===== config.mk =====
export PLATFORM = sky130hd
export DESIGN_NAME = small_comb_logic_arb
export DESIGN_NICKNAME = d
export VERILOG_FILES = /design/src/rtl/small_comb_logic_arb.sv
export SDC_FILE = /design/constraint.sdc
export NUM_CORES = 1
export LEC_CHECK = 0
export ABC_CLOCK_PERIOD_IN_PS = 3000
export CORE_ASPECT_RATIO = 0.5
export CORE_MARGIN = 5
export CORE_UTILIZATION = 58
export DETAILED_ROUTE_END_ITERATION = 16
export DONT_BUFFER_PORTS = 1
export GPL_TIMING_DRIVEN = 0
export MAX_ROUTING_LAYER = met4
export PLACE_DENSITY = 0.86
export SETUP_SLACK_MARGIN = 0.5
export SLEW_MARGIN = 20
export SYNTH_ARGS = -nofsm -noshare
export SYNTH_HDL_FRONTEND = slang
export SYNTH_SLANG_ARGS = --single-unit

===== constraint.sdc =====
create_clock -name clk -period 3 [get_ports clk]
set_input_delay 0.75 -clock clk [delete_from_list [all_inputs] [get_ports clk]]
set_output_delay 0.75 -clock clk [all_outputs]
set_load 0.01 [all_outputs]

===== src/rtl/small_comb_logic_arb.sv =====
// Round-robin arbiter feeding one 8-bit transform unit into a registered,
// ID-tagged output stage with valid/ready backpressure and a handshake counter.
module small_comb_logic_arb #(
  parameter int N_REQ = 4,
  parameter int ID_W  = $clog2(N_REQ),
  parameter int CNT_W = 16
) (
  input  logic               clk,
  input  logic               resetn,
  input  logic [N_REQ-1:0]   req_valid,
  input  logic [N_REQ*8-1:0] req_data,
  output logic [N_REQ-1:0]   req_ready,
  output logic               out_valid,
  output logic [7:0]         out_data,
  output logic [ID_W-1:0]    out_id,
  input  logic               out_ready,
  output logic               busy,
  output logic [CNT_W-1:0]   xfer_cnt
);

  typedef enum logic {
    ST_EMPTY = 1'b0,
    ST_FULL  = 1'b1
  } state_t;

  state_t            r_state;
  state_t            w_state_next;
  logic [ID_W-1:0]   r_ptr;
  logic [7:0]        r_data;
  logic [ID_W-1:0]   r_id;
  logic [CNT_W-1:0]  r_cnt;

  logic [ID_W-1:0]   w_grant;
  logic [ID_W:0]     w_idx;
  logic              w_any;
  logic              w_load_en;
  logic              w_accept;
  logic              w_drain;
  logic [7:0]        w_sel_data;
  logic [7:0]        w_f;
  logic              w_unused;

  assign out_valid = (r_state == ST_FULL);
  assign out_data  = r_data;
  assign out_id    = r_id;
  assign xfer_cnt  = r_cnt;
  assign busy      = out_valid | (|req_valid);

  assign w_load_en = ~out_valid | out_ready;
  assign w_accept  = w_any & w_load_en;
  assign w_drain   = out_valid & out_ready;

  // Walk offsets from far to near so the nearest valid index after ptr wins.
  always_comb begin
    w_grant = '0;
    w_any   = 1'b0;
    w_idx   = '0;
    for (int k = N_REQ - 1; k >= 0; k--) begin
      w_idx = {1'b0, r_ptr} + (ID_W+1)'(k);
      if (w_idx >= (ID_W+1)'(N_REQ)) begin
        w_idx = w_idx - (ID_W+1)'(N_REQ);
      end
      if (req_valid[w_idx[ID_W-1:0]]) begin
        w_grant = w_idx[ID_W-1:0];
        w_any   = 1'b1;
      end
    end
  end

  genvar gi;
  generate
    for (gi = 0; gi < N_REQ; gi++) begin : g_ready
      assign req_ready[gi] = resetn & w_accept & (w_grant == ID_W'(gi));
    end
  endgenerate

  assign w_sel_data = req_data[{w_grant, 3'b000} +: 8];

  // Bits 5:4 of the input byte do not contribute to the result.
  assign w_unused = ^w_sel_data[5:4];

  assign w_f = {w_sel_data[6] | w_sel_data[7],
                w_sel_data[6] & w_sel_data[7],
                w_sel_data[1:0] + w_sel_data[3:2],
                w_sel_data[1:0] ^ w_sel_data[3:2],
                ~w_sel_data[1],
                w_sel_data[0]};

  always_comb begin
    w_state_next = r_state;
    case (r_state)
      ST_EMPTY: if (w_accept) w_state_next = ST_FULL;
      ST_FULL: begin
        if (w_accept)       w_state_next = ST_FULL;
        else if (out_ready) w_state_next = ST_EMPTY;
      end
      default: w_state_next = ST_EMPTY;
    endcase
  end

  always_ff @(posedge clk or negedge resetn) begin
    if (!resetn) begin
      r_state <= ST_EMPTY;
    end else begin
      r_state <= w_state_next;
    end
  end

  always_ff @(posedge clk or negedge resetn) begin
    if (!resetn) begin
      r_data <= '0;
      r_id   <= '0;
      r_ptr  <= '0;
      r_cnt  <= '0;
    end else begin
      if (w_accept) begin
        r_data <= w_f;
        r_id   <= w_grant;
        r_ptr  <= (w_grant == ID_W'(N_REQ - 1)) ? '0 : w_grant + 1'b1;
      end
      if (w_drain) begin
        r_cnt <= r_cnt + 1'b1;
      end
    end
  end

endmodule


After elaboration in Yosys (flattened, before gate mapping)
Index checks and enable logic that the tools add are counted.
{ "word_totals": {"register_bits": 29, "input_bits": 39, "word_cells": 68} }
{ "classes": {"n_reduce_logical": 2, "eq_ne": 3, "order_cmp": 8, "shifts": 1, "bitwise": 14, "mux": 25, "addsub": 10} }
{ "ops": {"columns": ["operator", "n"], "rows": [
  ["$shiftx A32 B6 Y8", 1],
  ["$mux W2", 9],
  ["$add A16 B1 Y16 const B", 1],
  ["$lt A2 B3 Y1 const B", 4],
  ["$mux W1", 11],
  ["$ge A3 B3 Y1 const B", 3],
  ["$and A1 B1 Y1", 8],
  ["$bmux W1 S2", 4],
  ["$sub A2 B1 Y2 const B", 4],
  ["$add A2 B2 Y3 const B", 2],
  ["$eq A2 B2 Y1 const B", 2],
  ["$reduce_or A4 Y1", 1],
  ["$add A2 B1 Y3 const B", 1],
  ["$ge A2 B3 Y1 const B", 1],
  ["$or A1 B1 Y1", 3],
  ["$add A2 B1 Y2 const B", 1],
  ["$add A2 B2 Y2", 1],
  ["$eq A2 B1 Y1 const B", 1],
  ["$logic_not A2 Y1", 1],
  ["$not A1 Y1", 2],
  ["$pmux W1 S2", 1],
  ["$xor A2 B2 Y2", 1]
]} }

Longest topological paths before layout
{ "logic_depth": {"depth_word": 12, "depth_mapped": 10} }

Worst setup path after synthesis
No wires, ideal clock.
{ "synth_path": {"path_type": "input port to output port", "start": "input port req_valid[2]", "end": "output port req_ready[0]", "path_buffers": 1, "path_slack_ns": 0.236, "arrival_time_ns": 2.014, "stages": 7, "path_cell_list": "mux2i_1 -> nor2_1 -> nor3_4 -> buf_4 -> inv_1 -> ha_1 -> and3_1"} }
{ "synth_between": {"elab_cells_between_ends": 20, "classes_between": "mux (16); bitwise (3); reduce/logical (1)"} }
{ "synth_lines": {"columns": ["element", "line_no", "source"], "rows": [
  ["from (decl)", "10", "input logic [N_REQ-1:0] req_valid,"],
  ["$bmux W1 S2", "63", "if (req_valid[w_idx[ID_W-1:0]]) begin"],
  ["$mux W1 (implied by the code)", "63", null],
  ["$mux W2 (3 in a row)", "63", null],
  ["$mux W2 (*)", "63", null],
  ["net w_grant[0]", "33", "logic [ID_W-1:0] w_grant;"],
  ["$logic_not A2 Y1 (*)", "73", "assign req_ready[gi] = resetn & w_accept & (w_grant == ID_W'(gi));"],
  ["$and A1 B1 Y1 (*)", "73", null],
  ["to (decl)", "12", "output logic [N_REQ-1:0] req_ready,"]
]} }
The timed path passes the listed nets; every way through them passes the cells marked *. The select of a mux whose other input is x is not followed.

Worst setup path in the final report
{ "layout_path": {"start": "register r_ptr[1]", "end": "output port req_ready[2]"} }
{ "layout_between": {"elab_cells_between_ends": 35, "classes_between": "add/sub (7); order compare (4); eq/ne (1); mux (20); bitwise (3)"} }
{ "layout_lines": {"columns": ["element", "line_no", "source"], "rows": [
  ["from (decl)", "28", "logic [ID_W-1:0] r_ptr;"],
  ["from (signal assigned)", "119", "r_ptr <= (w_grant == ID_W'(N_REQ - 1)) ? '0 : w_grant + 1'b1;"],
  ["$add A2 B2 Y3", "59", "w_idx = {1'b0, r_ptr} + (ID_W+1)'(k);"],
  ["$ge A3 B3 Y1 / $sub A2 B1 Y2 (equally long branches)", "60, 61", null],
  ["$mux W2", "60", "if (w_idx >= (ID_W+1)'(N_REQ)) begin"],
  ["$bmux W1 S2", "63", null],
  ["$mux W1 (implied by the code)", "63", null],
  ["$mux W2 (3 in a row)", "63", null],
  ["$mux W2 (*)", "63", null],
  ["net w_grant[0]", "33", null],
  ["$eq A2 B2 Y1 (*)", "73", null],
  ["$and A1 B1 Y1 (*)", "73", null]
]} }
Marks and branches as above.

==> results summary <==
The run finished with clean final reports. Routability-driven placement finished with a final weighted congestion of 0.806. The CTS root buffer is sky130_fd_sc_hd__clkbuf_8. The worst path required time came out at 2.25 ns.

The hold violation total from the final report came to 0. Data arrives at the worst endpoint at 1.70 ns. The largest incremental delay on the critical path is 0.42 ns. At the end of the flow, the number of nets in the layout was 197.

The share of the cycle needed by the critical path after routing came out at 81.6%. Measured along the x axis, the die boundary spans 82.6 µm. The element type at the critical path start is a flop. The routed wire length came out at 3220 µm.

The via total after detailed routing is 1050. The detailed-route DRC error count came out at 0. The sequential-to-total area share from yosys stat is 45.8%. Setup repair after global routing could not meet its margin everywhere. In this run, flip-flops and latches consume 44.7% of the power. The number of inserted diodes is 0.

The slowest stage of the critical path is the sky130_fd_sc_hd__dfrtp_2 cell. Tracing the worst setup path back leads to its startpoint at r_ptr[1]$_DFFE_PN0P_. The setup TNS is 0 ns. The number of CTS-inserted buffers is 3. Excluding fillers, the count of instances in the completed layout stands at 188. The initial antenna violation count is 0. The worst register-to-register path begins at r_ptr[1]$_DFFE_PN0P_. The fraction of final layout cells with drive strength greater than 1 came out at 23.8%. Sorting the synthesized cells by area gives the leading types as sky130_fd_sc_hd__dfrtp_1 (46%), sky130_fd_sc_hd__mux2i_1 (9.2%), sky130_fd_sc_hd__xnor2_1 (6.9%). The largest voltage drop on the vdd net is 388 µV.

The count of clock tree sinks is 28. The worst setup path is captured at an output pin. The max-slew headroom at the worst pin came out at 70.8%. The count of hold buffers inserted by post-cts repair is 0. The net switching share of the total power is 35.0%.

The worst path setup slack after routing is 0.551 ns. Dividing the detail-routed via count by the number of cells gives 5.59. The violation count after the first detailed-route iteration came out at 33. The layout filler cell count came out at 194. The area growth from synthesis to layout is 15.5%. Entering global routing, the biggest net connects 33 pins. The number of ports placed on the die boundary came out at 71. The instance count on the critical path is 7. The synthesized design devotes to its leading area cell type 45.8% of total area. Along the worst path, the maximum fanout reaches 6.

sky130_fd_sc_hd__dfrtp_1 takes more of the synthesized area than any other cell. The number of distinct library cell variants in the gate-level netlist after synthesis came out at 27. The die covers 3830 µm². The clock tree from TritonCTS is yes. The flop and latch count out of synthesis came out at 28. Walking the worst path, the cells encountered are mux2i_1, nor2_1, nor3_4, buf_6, inv_2, ha_2, and3_4. After clock tree synthesis, the clock-pin slew on the worst setup and hold paths is 0.10 ns.

The type of the most critical hold path is input pin to async pin. The wire length of the first global-routing pass is 4830 µm. The antenna violation net count after detailed routing is 0. The worst setup path is of the flop to output pin kind. The highest achievable clock rate is 408 MHz.

The power share of the clock group came out at 20.2%. The sum of buffers and inverters on the critical path is 2. Detailed placement ended at an HPWL of 2380 µm. The worst path in the final design needs a cycle of 2.45 ns, including I/O delays and setup. Across the run, the number of max-cap violations was 0. Setup violations remaining at the end of the flow were counted as 0. For this design the total switching power over the nets is 513 µW. The count of input and output buffers is 0.

The largest buffer count on any clock path is 2. The number of standard cells after synthesis came out at 142. Cell internal power was estimated by the tool at 953 µW. The total standard cell area after synthesis is 1530 µm². The power per cell area is 829 nW/µm². At the pin with the least slew margin, the transition time is 0.436 ns. The sum of overflow across all layers after global routing came out at 0. Once layout is complete, the utilization of the core stands at 69.2%.

The number of nets handed over by synthesis was 187. The iteration count of the initial detailed-routing pass is 4. The setup slack after placement came out at 0.126 ns. The y dimension of the die came out at 46.3 µm. The number of levels in the clock H-tree is 1. The initial utilization of the core area, before any placement, comes to 59.9%.

The worst clock skew is 0.00435 ns. The global router's overall resource usage came out at 17.6%. The part of the total power dissipated in combinational logic came out at 35.1%. The number of global-route vias before repair is 1021.

The post-layout total power came out at 1.47 mW. The static leakage power is 0.809 nW. The total area inside the core boundary comes to 2550 µm². The cell type group with the largest total delay on the critical path is flip-flops. The total of warnings raised by yosys is 0. The path depth of the worst reg2reg path came out at 11. The clock insertion delay at the later pin of the skew report is 0.27 ns. Including well taps, the total number of placed cells is 179. The final count of pins violating max slew came out at 0.

Dividing the detail-routed wire length by the instance count gives 17.1 µm. The mean instance size in the synthesized netlist came out at 10.8 µm². The number of cell rows came out at 13.
[placed cells by master, fill, tap and decap left out]
| cell type | netlist | final |
|---|---|---|
| sky130_fd_sc_hd__ha_1 | 6 | 4 |
| sky130_fd_sc_hd__nand4_1 | 2 | 2 |
| sky130_fd_sc_hd__nand2_1 | 8 | 7 |
| sky130_fd_sc_hd__nand3_1 | 7 | 7 |
| sky130_fd_sc_hd__nor2_1 | 11 | 11 |
| sky130_fd_sc_hd__nand3b_1 | 1 | 1 |
| sky130_fd_sc_hd__nor2b_1 | 2 | 2 |
| sky130_fd_sc_hd__inv_2 | 0 | 1 |
| sky130_fd_sc_hd__o21ai_0 | 2 | 2 |
| sky130_fd_sc_hd__xnor2_1 | 12 | 12 |
| sky130_fd_sc_hd__a21oi_4 | 0 | 1 |
| sky130_fd_sc_hd__a21oi_1 | 10 | 6 |
| sky130_fd_sc_hd__nor4_4 | 0 | 1 |
| sky130_fd_sc_hd__dfrtp_2 | 0 | 1 |
| sky130_fd_sc_hd__xnor3_1 | 1 | 1 |
| sky130_fd_sc_hd__clkbuf_2 | 0 | 1 |
| sky130_fd_sc_hd__nor3b_4 | 0 | 1 |
| sky130_fd_sc_hd__nand2_2 | 0 | 1 |
| sky130_fd_sc_hd__clkbuf_8 | 0 | 3 |
| sky130_fd_sc_hd__nor3_1 | 1 | 1 |
| sky130_fd_sc_hd__bufinv_16 | 0 | 1 |
| sky130_fd_sc_hd__dfrtp_1 | 28 | 27 |
| sky130_fd_sc_hd__buf_6 | 0 | 3 |
| sky130_fd_sc_hd__mux2_2 | 8 | 8 |
| sky130_fd_sc_hd__xor2_1 | 4 | 4 |
| sky130_fd_sc_hd__mux2i_1 | 14 | 14 |
| sky130_fd_sc_hd__ha_2 | 0 | 2 |
| sky130_fd_sc_hd__mux2_4 | 1 | 1 |
| sky130_fd_sc_hd__and3_1 | 6 | 4 |
| sky130_fd_sc_hd__and3_4 | 0 | 2 |
| sky130_fd_sc_hd__a211oi_1 | 2 | 2 |
| sky130_fd_sc_hd__nor3_4 | 1 | 1 |
| sky130_fd_sc_hd__buf_4 | 2 | 5 |
| sky130_fd_sc_hd__inv_1 | 8 | 7 |
| sky130_fd_sc_hd__or3_1 | 1 | 1 |
| sky130_fd_sc_hd__a21oi_2 | 0 | 3 |
[stage by stage]
stage	area [µm²]	hold WS, ns
global placement	1610	0.455
CTS	1730	0.151
detailed placement	1610	0.455
finish	1770	0.158
global route	1770	0.134
floorplan	1570	0.454
[cells by family after synthesis]
family | after synthesis | synth area share (%)
buffers and inverters | 12 | 3.52
XOR/XNOR | 17 | 10.6
AO/OA/AOI/OAI | 14 | 4.91
multiplexers | 23 | 16.0
adder cells (fa/ha/maj) | 6 | 4.91
flip-flops | 28 | 45.8
AND/OR/NAND/NOR | 42 | 14.2
[path summary, 6_finish.rpt]
check	end	slack, ns
hold reg to reg	xfer_cnt[15]$_DFFE_PN0P_	0.54
setup reg to reg	out_data[5]$_DFFE_PN0P_	0.67
min in group clk	xfer_cnt[15]$_DFFE_PN0P_	0.54
hold / removal	out_id[0]$_DFFE_PN0P_	0.16
setup / recovery	req_ready[2]	0.55
max in group asynchronous	r_ptr[1]$_DFFE_PN0P_	2.76
[routing by layer]
layer / track usage, % / routed length, µm / up-vias
met5: - / 0 / -
met4: 3.91 / 17 / 0
met3: 3.71 / 245 / 2
met2: 31.4 / 1660 / 34
met1: 20.8 / 1300 / 515
li1: - / - / 499
[flip-flops by register name, summed over array words and instances (netlist names)]
register and count:
xfer_cnt 16, r_ptr 2, out_id 2, out_data 7, out_valid 1
[power by group through the flow]
stage	Combinational [mW]	Clock, mW	Sequential [mW]
after floorplan	0.383	0	0.635
after global placement	0.429	0	0.664
after detailed placement	0.450	0	0.671
after CTS	0.491	0.301	0.659
after global routing	0.568	0.316	0.673
final	0.515	0.295	0.656
[synthesized netlist by cell type]
cell type / count
sky130_fd_sc_hd__mux2_2: 8
sky130_fd_sc_hd__or3_1: 1
sky130_fd_sc_hd__xor2_1: 4
sky130_fd_sc_hd__mux2_4: 1
sky130_fd_sc_hd__ha_1: 6
sky130_fd_sc_hd__nand2_1: 8
sky130_fd_sc_hd__nor3b_1: 1
sky130_fd_sc_hd__nand4_1: 2
sky130_fd_sc_hd__nor4_1: 1
sky130_fd_sc_hd__dfrtp_1: 28
sky130_fd_sc_hd__nand3_1: 7
sky130_fd_sc_hd__nor2b_1: 2
sky130_fd_sc_hd__nor3_1: 1
sky130_fd_sc_hd__xnor3_1: 1
sky130_fd_sc_hd__nor2_1: 11
sky130_fd_sc_hd__clkbuf_1: 1
sky130_fd_sc_hd__o21ai_0: 2
sky130_fd_sc_hd__nor3_4: 1
sky130_fd_sc_hd__mux2i_1: 14
sky130_fd_sc_hd__and3_1: 6
sky130_fd_sc_hd__a21oi_1: 10
sky130_fd_sc_hd__xnor2_1: 12
sky130_fd_sc_hd__buf_2: 1
sky130_fd_sc_hd__buf_4: 2
sky130_fd_sc_hd__nand3b_1: 1
sky130_fd_sc_hd__a211oi_1: 2
sky130_fd_sc_hd__inv_1: 8
[worst register-to-register path: cells and delay by family, from the launching register on]
kind	cells	cell delay (ns)
XOR/XNOR	1	0.36
adder cells (fa/ha/maj)	1	0.19
flip-flops	1	0.42
AND/OR/NAND/NOR	3	0.29
buffers and inverters	2	0.31
AO/OA/AOI/OAI	2	0.29
multiplexers	2	0.38
[layout make-up]
| cell class | instances | area, µm² | share of cell area (%) |
|---|---|---|---|
| buffer | 4 | 35.0 | 1.98 |
| clock buffer | 3 | 41.3 | 2.34 |
| clock inverter | 1 | 30.0 | 1.70 |
| inverter | 8 | 30.0 | 1.70 |
| multi-input combinational | 102 | 842 | 47.6 |
| sequential | 28 | 702 | 39.7 |
| tap | 37 | 46.3 | 2.62 |
| timing repair buffer | 5 | 41.3 | 2.34 |
[repair_timing]
action                     4_1_cts  5_1_grt
setup endpoints to repair        5        4
buffers inserted                 3        2
pin swaps                        1        2
gates resized for setup          7        4
(Power assumes the default switching activity.)
